[config.mk]
export PLATFORM = sky130hd
export DESIGN_NAME = crypto_engine_flat
export DESIGN_NICKNAME = d
export VERILOG_FILES = /design/src/rtl/crypto_pkg.sv /design/src/rtl/crypto_if.sv /design/src/rtl/crypto_round.sv /design/src/rtl/crypto_engine.sv /design/src/flat_wrapper.sv
export SDC_FILE = /design/constraint.sdc
export NUM_CORES = 1
export LEC_CHECK = 0
export CORE_MARGIN = 5
export CORE_UTILIZATION = 33
export CTS_BUF_LIST = sky130_fd_sc_hd__clkbuf_8 sky130_fd_sc_hd__clkbuf_16
export DETAILED_ROUTE_END_ITERATION = 8
export PLACE_DENSITY_LB_ADDON = 0.3
export SYNTH_ARGS = -nofsm -noshare
export SYNTH_HDL_FRONTEND = slang
export SYNTH_HIERARCHICAL = 1
export SYNTH_SLANG_ARGS = --single-unit
[constraint.sdc]
create_clock -name clk -period 4.97 [get_ports clk]
set_input_delay 0.7455 -clock clk [delete_from_list [all_inputs] [get_ports clk]]
set_output_delay 0.7455 -clock clk [all_outputs]
set_load 0.02 [all_outputs]
[src/rtl/crypto_pkg.sv]
// crypto_pkg: shared types, mode constants and width-generic rotate helpers
// for the iterative cipher engine.
//   state_e          : engine FSM states (ST_IDLE, ST_RUN, ST_DONE)
//   MODE_ENC/DEC     : value of the registered decrypt flag
//   rotl/rotr        : rotate the low w bits of a MAX_W-wide word by n
package crypto_pkg;

  localparam int unsigned MAX_W = 64;
  localparam int unsigned IDX_W = $clog2(MAX_W);

  typedef enum logic [1:0] {
    ST_IDLE = 2'd0,
    ST_RUN  = 2'd1,
    ST_DONE = 2'd2
  } state_e;

  localparam logic MODE_ENC = 1'b0;
  localparam logic MODE_DEC = 1'b1;

  // Rotate left within the low w bits; bits at or above w come back as zero.
  function automatic logic [MAX_W-1:0] rotl(input logic [MAX_W-1:0] x,
                                            input int unsigned w,
                                            input int unsigned n);
    logic [MAX_W-1:0] y;
    y = '0;
    for (int unsigned i = 0; i < MAX_W; i++) begin
      if (i < w) y[IDX_W'((i + n) % w)] = x[IDX_W'(i)];
    end
    return y;
  endfunction

  // Rotate right expressed as the complementary left rotate.
  function automatic logic [MAX_W-1:0] rotr(input logic [MAX_W-1:0] x,
                                            input int unsigned w,
                                            input int unsigned n);
    return rotl(x, w, (w - (n % w)) % w);
  endfunction

endpackage

[src/rtl/crypto_if.sv]
// crypto_if: request/response handshake bundle of the cipher engine.
//   request : in_valid/in_ready, in_data, in_key, in_decrypt, abort
//   response: out_valid/out_ready, out_data
//   master  : requester side (CPU control unit or testbench)
//   slave   : engine side
interface crypto_if #(
  parameter int unsigned DATA_W = 8
);
  logic              in_valid;
  logic              in_ready;
  logic [DATA_W-1:0] in_data;
  logic [DATA_W-1:0] in_key;
  logic              in_decrypt;
  logic              abort;
  logic              out_valid;
  logic              out_ready;
  logic [DATA_W-1:0] out_data;

  modport master (
    output in_valid, in_data, in_key, in_decrypt, abort, out_ready,
    input  in_ready, out_valid, out_data
  );

  modport slave (
    input  in_valid, in_data, in_key, in_decrypt, abort, out_ready,
    output in_ready, out_valid, out_data
  );
endinterface

[src/rtl/crypto_round.sv]
// crypto_round: one combinational cipher round.
//   s, k    : current state word and base key
//   r       : round index; key is rotated by r mod DATA_W, r is added/subtracted
//   mode    : MODE_ENC or MODE_DEC
//   s_nxt_c : state after this round
module crypto_round
  import crypto_pkg::*;
#(
  parameter int unsigned DATA_W = 8,
  parameter int unsigned ROUNDS = 4,
  parameter int unsigned ROT    = 1
) (
  input  logic [DATA_W-1:0]        s,
  input  logic [DATA_W-1:0]        k,
  input  logic [$clog2(ROUNDS):0]  r,
  input  logic                     mode,
  output logic [DATA_W-1:0]        s_nxt_c
);

  logic [DATA_W-1:0] kr;
  logic [DATA_W-1:0] rv;
  logic [DATA_W-1:0] t;

  // Decrypt undoes the encrypt steps in reverse order: subtract, rotate back, unmask.
  always_comb begin
    kr      = DATA_W'(rotl(MAX_W'(k), DATA_W, 32'(r) % DATA_W));
    rv      = DATA_W'(r);
    t       = '0;
    s_nxt_c = '0;
    if (mode == MODE_DEC) begin
      t       = s - rv;
      s_nxt_c = DATA_W'(rotr(MAX_W'(t), DATA_W, ROT)) ^ kr;
    end else begin
      t       = s ^ kr;
      s_nxt_c = DATA_W'(rotl(MAX_W'(t), DATA_W, ROT)) + rv;
    end
  end

endmodule

[src/rtl/crypto_engine.sv]
// crypto_engine: iterative multi-round cipher coprocessor, one round per clock.
//   clk, reset_n : clock and asynchronous active-low reset
//   bus          : crypto_if slave (request and response handshakes, abort)
//   busy         : high while a block is running or waiting to be taken
//   round_idx    : round about to be applied (debug)
//   blk_count    : completed (handed-off) blocks, wrapping
module crypto_engine
  import crypto_pkg::*;
#(
  parameter int unsigned DATA_W = 8,
  parameter int unsigned ROUNDS = 4,
  parameter int unsigned ROT    = 1,
  parameter int unsigned CNT_W  = 16
) (
  input  logic                     clk,
  input  logic                     reset_n,
  crypto_if.slave                  bus,
  output logic                     busy,
  output logic [$clog2(ROUNDS):0]  round_idx,
  output logic [CNT_W-1:0]         blk_count
);

  localparam int unsigned   RW     = $clog2(ROUNDS) + 1;
  localparam logic [RW-1:0] R_LAST = RW'(ROUNDS - 1);

  state_e            state;
  logic [DATA_W-1:0] s;
  logic [DATA_W-1:0] k;
  logic              mode;
  logic [DATA_W-1:0] s_nxt_c;
  logic              last_c;

  crypto_round #(
    .DATA_W (DATA_W),
    .ROUNDS (ROUNDS),
    .ROT    (ROT)
  ) u_round (
    .s       (s),
    .k       (k),
    .r       (round_idx),
    .mode    (mode),
    .s_nxt_c (s_nxt_c)
  );

  // Encrypt counts up to ROUNDS-1, decrypt counts down to 0.
  assign last_c = (mode == MODE_DEC) ? (round_idx == '0) : (round_idx == R_LAST);

  // Control FSM with registered handshake outputs; abort beats out_ready.
  always_ff @(posedge clk or negedge reset_n) begin
    if (!reset_n) begin
      state         <= ST_IDLE;
      bus.in_ready  <= 1'b1;
      bus.out_valid <= 1'b0;
      bus.out_data  <= '0;
      busy          <= 1'b0;
      round_idx     <= '0;
      blk_count     <= '0;
      s             <= '0;
      k             <= '0;
      mode          <= MODE_ENC;
    end else begin
      case (state)
        ST_IDLE: begin
          if (bus.in_valid && !bus.abort) begin
            s            <= bus.in_data;
            k            <= bus.in_key;
            mode         <= bus.in_decrypt;
            round_idx    <= (bus.in_decrypt == MODE_DEC) ? R_LAST : '0;
            state        <= ST_RUN;
            bus.in_ready <= 1'b0;
            busy         <= 1'b1;
          end
        end
        ST_RUN: begin
          if (bus.abort) begin
            state         <= ST_IDLE;
            bus.in_ready  <= 1'b1;
            bus.out_valid <= 1'b0;
            busy          <= 1'b0;
          end else begin
            s <= s_nxt_c;
            if (last_c) begin
              bus.out_data  <= s_nxt_c;
              bus.out_valid <= 1'b1;
              state         <= ST_DONE;
            end else if (mode == MODE_DEC) begin
              round_idx <= round_idx - RW'(1);
            end else begin
              round_idx <= round_idx + RW'(1);
            end
          end
        end
        ST_DONE: begin
          if (bus.abort || bus.out_ready) begin
            state         <= ST_IDLE;
            bus.in_ready  <= 1'b1;
            bus.out_valid <= 1'b0;
            busy          <= 1'b0;
            if (!bus.abort) blk_count <= blk_count + CNT_W'(1);
          end
        end
        default: begin
          state         <= ST_IDLE;
          bus.in_ready  <= 1'b1;
          bus.out_valid <= 1'b0;
          busy          <= 1'b0;
        end
      endcase
    end
  end

endmodule

[src/flat_wrapper.sv]
// flat-port wrapper written by rule: the top's interface ports become plain ports
module crypto_engine_flat import crypto_pkg::*;
#(
  parameter int unsigned DATA_W = 8,
  parameter int unsigned ROUNDS = 4,
  parameter int unsigned ROT    = 1,
  parameter int unsigned CNT_W  = 16
)
  (clk, reset_n, busy, round_idx, blk_count, bus_in_valid, bus_in_data, bus_in_key, bus_in_decrypt, bus_abort, bus_out_ready, bus_in_ready, bus_out_valid, bus_out_data);
  crypto_if #(.DATA_W(DATA_W)) bus_i ();
  input  logic clk;
  input  logic reset_n;
  output logic busy;
  output logic [$clog2(ROUNDS):0] round_idx;
  output logic [CNT_W-1:0] blk_count;
  input wire logic [$bits(bus_i.in_valid)-1:0] bus_in_valid;
  input wire logic [$bits(bus_i.in_data)-1:0] bus_in_data;
  input wire logic [$bits(bus_i.in_key)-1:0] bus_in_key;
  input wire logic [$bits(bus_i.in_decrypt)-1:0] bus_in_decrypt;
  input wire logic [$bits(bus_i.abort)-1:0] bus_abort;
  input wire logic [$bits(bus_i.out_ready)-1:0] bus_out_ready;
  output wire logic [$bits(bus_i.in_ready)-1:0] bus_in_ready;
  output wire logic [$bits(bus_i.out_valid)-1:0] bus_out_valid;
  output wire logic [$bits(bus_i.out_data)-1:0] bus_out_data;
  assign bus_i.in_valid = bus_in_valid;
  assign bus_i.in_data = bus_in_data;
  assign bus_i.in_key = bus_in_key;
  assign bus_i.in_decrypt = bus_in_decrypt;
  assign bus_i.abort = bus_abort;
  assign bus_i.out_ready = bus_out_ready;
  assign bus_in_ready = bus_i.in_ready;
  assign bus_out_valid = bus_i.out_valid;
  assign bus_out_data = bus_i.out_data;
  crypto_engine #(.DATA_W(DATA_W), .ROUNDS(ROUNDS), .ROT(ROT), .CNT_W(CNT_W)) u_core (.clk(clk), .reset_n(reset_n), .bus(bus_i), .busy(busy), .round_idx(round_idx), .blk_count(blk_count));
endmodule
==> impl_metrics.json, run 1 <==
{
  "drt-initial-drc-count": 77,
  "reg2reg_from": "u_core/round_idx[1]$_DFFE_PN0P_",
  "ys_ff_latch": 49,
  "max_freq_mhz": 235,
  "hold_class": "flip-flop to flip-flop",
  "synth_mux_area_share_pct": 13.7,
  "place_ws_ps": 763,
  "antenna_found_initial": 0,
  "grt_pass1_wl_mm": 14.8,
  "postCtsSetupBuffers": 0,
  "cts_buffers": 5,
  "htree_levels": 2,
  "final_layout_size_suffix_gt1_share_pct": 13.6,
  "first_global_vias": 2950,
  "setup_ws_ps": 707,
  "p_leak_nw": 1.86,
  "io-pin-count": 52,
  "worstPathRequired_ps": 5180,
  "ctsRootBufferMaster": "clkbuf_8",
  "skew_ps": 14.0,
  "critical_path_class": "flip-flop to flip-flop",
  "tritoncts": "yes",
  "place_hpwl_mm": 6.45,
  "routed_wirelength_mm": 8.62,
  "clkLatencyLatePin_ps": 310,
  "endpoint_kind": "flip-flop",
  "period_share_pct": 85.8,
  "yosys_warnings": 6,
  "peakVddDrop_mv": 0.285,
  "die_height_um": 116,
  "crit_arrival_ps": 4470,
  "ys_seq_area_share_pct": 33.3,
  "relSlewSlack_pct": 54.4,
  "p_per_area_mw_per_mm2": 714,
  "firstDrtPassIters": 4,
  "r2r_slack_ps": 710,
  "io_buffers": 51,
  "syn_avg_cell_area_um2": 9.99,
  "finalCriticalPeriod_ps": 4260,
  "worst_slew_pin_slew_ps": 685,
  "synth_compound_area_share_pct": 15.0,
  "syn-instance-count": 369,
  "chipWidth_um": 116,
  "grt_overflow": 0,
  "worstHoldPathCells": 1,
  "synth_edf_count": 0,
  "rsz0062_at_grt": "false",
  "track_usage_pct": 13.6,
  "finalHoldViolations": 0,
  "final.setup.tns_ps": 0,
  "critPathLaunchType": "flip-flop",
  "clk_path_buf_depth": 2,
  "start_util_pct": 33.8,
  "ant_nets": 0,
  "maxCapViolations": 0,
  "gp_congestion": 0.890,
  "nNetsFinal": 452,
  "r2r-end": "u_core/bus.out_data[6]$_DFFE_PN0P_",
  "coreArea_mm2": 0.0109,
  "wire_per_inst_um": 15.4,
  "hold_buffers": 0,
  "antennaDiodeCount": 0,
  "status": "finished clean",
  "syn2layout_area_growth_pct": 20.8,
  "rr_worst_depth": 16,
  "cp_max_fo": 17,
  "synthFlopType": "dfrtp_1",
  "ctsResizeCount": 0,
  "clk_pin_slew_ps": 100,
  "clock_sinks": 49,
  "row_count": 38,
  "hold_start": "u_core/blk_count[15]$_DFFE_PN0P_",
  "synth.distinct_cells": 71,
  "drv_slew": 0,
  "synth-xor-area-share_pct": 11.0,
  "routed_via_density": 5.11,
  "synth_async_sr_flop_share_pct": 100,
  "synthAdderAreaFrac_pct": 4.69,
  "synthSimpleGateAreaFrac_pct": 18.1,
  "finalSetupViolCount": 0,
  "hold_end": "u_core/blk_count[15]$_DFFE_PN0P_",
  "syn-num-nets": 403,
  "synth_top_family_by_area": "simple AND/OR/NAND/NOR gates",
  "vias": 2856,
  "synth_area_mm2": 0.00368,
  "grt_max_degree": 50,
  "die-area_mm2": 0.0134,
  "drc": 0
}
registers in the layout, summed over array words and instances (netlist names):
name and count:
u_core/blk_count 16, u_core/bus.in_ready 1, u_core/bus.out_data 8, u_core/bus.out_valid 1
u_core/busy 1, u_core/k 8, u_core/mode 1, u_core/round_idx 3
u_core/s 8, u_core/state 2
final cells by class:
cell class / instances / area (µm²)
fillers: 1051 / 6440
multi-input cells: 288 / 2300
flip-flops and latches: 49 / 1230
repair buffers: 56 / 543
well taps: 140 / 175
clock buffers: 5 / 68.8
clock inverters: 3 / 68.8
inverters: 18 / 67.6
per-layer routing:
| metal | wire (µm) | up-vias | GRT usage [%] |
|---|---|---|---|
| met1 | 4110 | 1374 | 18.3 |
| met3 | 349 | 8 | 2.66 |
| met2 | 4060 | 50 | 22.2 |
| li1 | - | 1424 | - |
| met4 | 99 | 0 | 3.94 |
| met5 | 0 | - | 0 |
logic make-up (layout without fill, tap and decap cells):
| logic type | after synthesis | count (layout) |
|---|---|---|
| muxes | 42 | 42 |
| AOI/OAI and AO/OA | 78 | 78 |
| buffers and inverters | 32 | 82 |
| and+or+nand+nor | 114 | 114 |
| adders and majority gates | 12 | 12 |
| xor gates and xnor gates | 42 | 42 |
| DFF | 49 | 49 |
metrics by stage:
step	utilization [%]	cell area (µm²)	hold WS [ps]	std cells	total power [mW]
after floorplan	-	3680	450	369	2.32
after global placement	39.6	4310	469	551	2.81
after detailed placement	39.6	4310	473	551	2.81
after CTS	40.9	4450	496	559	3.18
after global routing	40.9	4450	524	559	3.45
final	40.9	4450	488	559	3.18
worst max-delay path: stages, from the launching register on:
cell	delay, ps
dfrtp_1	690
inv_2	230
ha_1	340
xnor2_2	350
mux2_2	380
o21ai_0	220
mux2i_1	170
xor2_1	170
ha_1	190
inv_1	50
fa_1	400
inv_1	70
a21oi_1	60
nor2_1	210
and4_4	260
a211oi_2	50
mux2_1	310
where the power goes:
part           internal (mW)  switching (mW)  total [mW]  leakage (nW)
Combinational          0.985            1.12        2.11          1.18
Clock                  0.203           0.150       0.353        0.0687
Sequential             0.514           0.204       0.718         0.611
Total                   1.70            1.48        3.18          1.86
worst max-delay path by stage:
stage                                               start                            endpoint  depth (start not counted)
final                     u_core/round_idx[1]$_DFFE_PN0P_  u_core/bus.out_data[6]$_DFFE_PN0P_                         16
after floorplan           u_core/round_idx[1]$_DFFE_PN0P_  u_core/bus.out_data[6]$_DFFE_PN0P_                         17
after global placement    u_core/round_idx[1]$_DFFE_PN0P_  u_core/bus.out_data[6]$_DFFE_PN0P_                         16
after detailed placement  u_core/round_idx[1]$_DFFE_PN0P_  u_core/bus.out_data[6]$_DFFE_PN0P_                         16
after CTS                 u_core/round_idx[1]$_DFFE_PN0P_  u_core/bus.out_data[6]$_DFFE_PN0P_                         16
after global routing      u_core/round_idx[1]$_DFFE_PN0P_  u_core/bus.out_data[6]$_DFFE_PN0P_                         16
Yosys cell counts (all sizes together) (9+ instances only):
| master | count | share of area (%) |
|---|---|---|
| nor2b | 10 | 1.7 |
| nor2 | 23 | 2.4 |
| xnor2 | 25 | 6.6 |
| mux2 | 22 | 7.5 |
| buf | 13 | 2.3 |
| nand4 | 9 | 1.7 |
| dfrtp | 48 | 33 |
| mux2i | 18 | 4.9 |
| nor3 | 9 | 1.8 |
| ha | 9 | 3.1 |
| inv | 18 | 1.8 |
| a21oi | 15 | 2.0 |
| nand2 | 29 | 3.0 |
| o21ai | 24 | 3.4 |
| xor2 | 17 | 4.4 |
layout by cell type, fill, tap and decap left out, types with 5 or more instances in the layout:
master	netlist	routed
a31oi_1	6	6
nor3_1	6	6
clkdlybuf4s50_1	0	50
mux2_1	8	8
dfrtp_1	48	48
clkbuf_8	0	5
nor2b_1	10	10
mux2_2	6	6
nand2_1	29	29
mux2_4	8	8
a21oi_1	15	15
inv_1	16	16
o21ai_0	21	21
xor2_1	15	15
nor2_1	22	22
buf_4	1	5
xnor2_1	22	22
nand3_1	5	5
nand4_1	8	8
mux2i_1	18	18
ha_1	9	9
No activity file was read; power rests on OpenSTA's default activity.
==> run 2, diff against run 1 <==
- CAP_MARGIN: not set -> 20
- CORE_UTILIZATION: 33 -> 40
==> run 2 against run 1 <==
Compared with the run above: via count grew 1.6%; first-iteration DRC count grew 82%; register-to-register slack is essentially flat; total power shrank 3.2%; die area shrank 16%; combinational power is essentially flat; non-clock buffer count shrank 1; critical path depth is the same; clock power shrank 27%; critical endpoint unchanged.
==> impl_metrics.json, run 2 (synthesized netlist as in run 1, its figures left out) <==
{
  "worstPathRequired_ps": 5170,
  "track_usage_pct": 15.7,
  "die_height_um": 106,
  "grt_overflow": 0,
  "clock_sinks": 49,
  "worst_slew_pin_slew_ps": 1050,
  "hold_class": "flip-flop to flip-flop",
  "first_global_vias": 3001,
  "nNetsFinal": 451,
  "maxCapViolations": 0,
  "routed_via_density": 5.48,
  "chipWidth_um": 106,
  "p_leak_nw": 1.84,
  "finalSetupViolCount": 0,
  "endpoint_kind": "flip-flop",
  "critical_path_class": "flip-flop to flip-flop",
  "final.setup.tns_ps": 0,
  "seq_area_mm2": 0.00123,
  "grt_max_degree": 50,
  "drt-initial-drc-count": 140,
  "tritoncts": "yes",
  "relSlewSlack_pct": 30.3,
  "r2r_slack_ps": 710,
  "antennaDiodeCount": 0,
  "firstDrtPassIters": 4,
  "setup_ws_ps": 708,
  "cts_buffers": 5,
  "place_hpwl_mm": 6.30,
  "final_cell_mix": "clkdlybuf4s50_1, dfrtp_1, nand2_1",
  "hold_start": "u_core/blk_count[15]$_DFFE_PN0P_",
  "rr_worst_depth": 16,
  "ctsRootBufferMaster": "clkbuf_8",
  "postCtsSetupBuffers": 0,
  "die-area_mm2": 0.0112,
  "cp_max_fo": 17,
  "routed_wirelength_mm": 8.40,
  "hold_buffers": 0,
  "worstHoldPathCells": 1,
  "clkLatencyLatePin_ps": 310,
  "drv_slew": 0,
  "gp_congestion": 0.879,
  "ctsResizeCount": 0,
  "dp_cells": 521,
  "finalPower_mw": 3.08,
  "wire_per_inst_um": 15.9,
  "multiInputGateArea_mm2": 0.00230,
  "io-pin-count": 52,
  "syn2layout_area_growth_pct": 18.5,
  "grt_pass1_wl_mm": 14.6,
  "peakVddDrop_mv": 0.246,
  "largest_reg_flops": 16,
  "hold_end": "u_core/blk_count[15]$_DFFE_PN0P_",
  "critPathLaunchType": "flip-flop",
  "r2r-end": "u_core/bus.out_data[6]$_DFFE_PN0P_",
  "ant_nets": 0,
  "antenna_found_initial": 0,
  "finalCriticalPeriod_ps": 4260,
  "skew_ps": 10.5,
  "row_count": 35,
  "drc": 0,
  "max_freq_mhz": 235,
  "clk_path_buf_depth": 2,
  "reg2reg_from": "u_core/round_idx[1]$_DFFE_PN0P_",
  "period_share_pct": 85.8,
  "p_per_area_mw_per_mm2": 705,
  "final_common_cell": "clkdlybuf4s50_1",
  "vias": 2901,
  "final_layout_size_suffix_gt1_share_pct": 13.4,
  "worstSetupStartpoint": "u_core/round_idx[1]$_DFFE_PN0P_",
  "place_ws_ps": 755,
  "top_register": "u_core/blk_count",
  "crit_arrival_ps": 4460,
  "start_util_pct": 40.5,
  "finalHoldViolations": 0,
  "htree_levels": 2,
  "layout.cells.non_filler": 529,
  "coreArea_mm2": 0.00911,
  "fillCellCount": 856,
  "rsz0062_at_grt": "false",
  "io_buffers": 51,
  "status": "finished clean",
  "clk_pin_slew_ps": 100
}
-- run 2: changes by cell type in the layout (fill, tap and decap cells not counted), sizes merged --
| cell | before | now |
|---|---|---|
| inv | 19 | 21 |
| bufinv | 2 | 0 |
| buf | 6 | 5 |
-- run 2: worst max-delay path by stage --
stage                                          to  slack [ps]
2_1_floorplan  u_core/bus.out_data[6]$_DFFE_PN0P_        1130
3_3_place_gp   u_core/bus.out_data[6]$_DFFE_PN0P_         910
3_5_place_dp   u_core/bus.out_data[6]$_DFFE_PN0P_         750
4_1_cts        u_core/bus.out_data[6]$_DFFE_PN0P_         720
5_1_grt                   u_core/s[6]$_DFFE_PN0P_         340
6_report       u_core/bus.out_data[6]$_DFFE_PN0P_         710
-- run 2: area by class of cell --
type                       instances  area share [%]
clock buffer                       5            1.58
clock inverter                     3           0.659
inverter                          18            1.55
multi-input combinational        288            52.7
sequential                        49            28.1
tap                              111            3.18
timing repair buffer              55            12.3
-- run 2: where the power goes --
group / switching, mW / total, mW / internal [mW]
Sequential: 0.213 / 0.727 / 0.514
Combinational: 1.11 / 2.09 / 0.982
Clock: 0.152 / 0.259 / 0.107
-- run 2: stage by stage --
stage | hold WS [ps] | instance area [µm²] | utilization [%]
floorplan | 450 | 3680 | -
global placement | 464 | 4270 | 46.9
detailed placement | 464 | 4270 | 46.9
CTS | 488 | 4370 | 48.0
global route | 532 | 4370 | 48.0
finish | 482 | 4370 | 48.0
-- run 2: metal layers --
| layer | wire (µm) | vias to the layer above | GRT usage [%] |
|---|---|---|---|
| li1 | - | 1421 | - |
| met1 | 3860 | 1399 | 20.5 |
| met2 | 4030 | 70 | 26.0 |
| met3 | 379 | 11 | 3.10 |
| met4 | 133 | 0 | 5.18 |
| met5 | 0 | - | 0 |
-- run 2: critical path, stage by stage (launching register included) --
cell	delay, ps
dfrtp_1	710
inv_2	240
ha_1	350
xnor2_2	340
mux2_2	370
o21ai_0	190
mux2i_1	160
xor2_1	180
ha_1	190
inv_1	60
fa_1	400
inv_1	70
a21oi_1	60
nor2_1	220
and4_4	260
a211oi_2	50
mux2_1	310
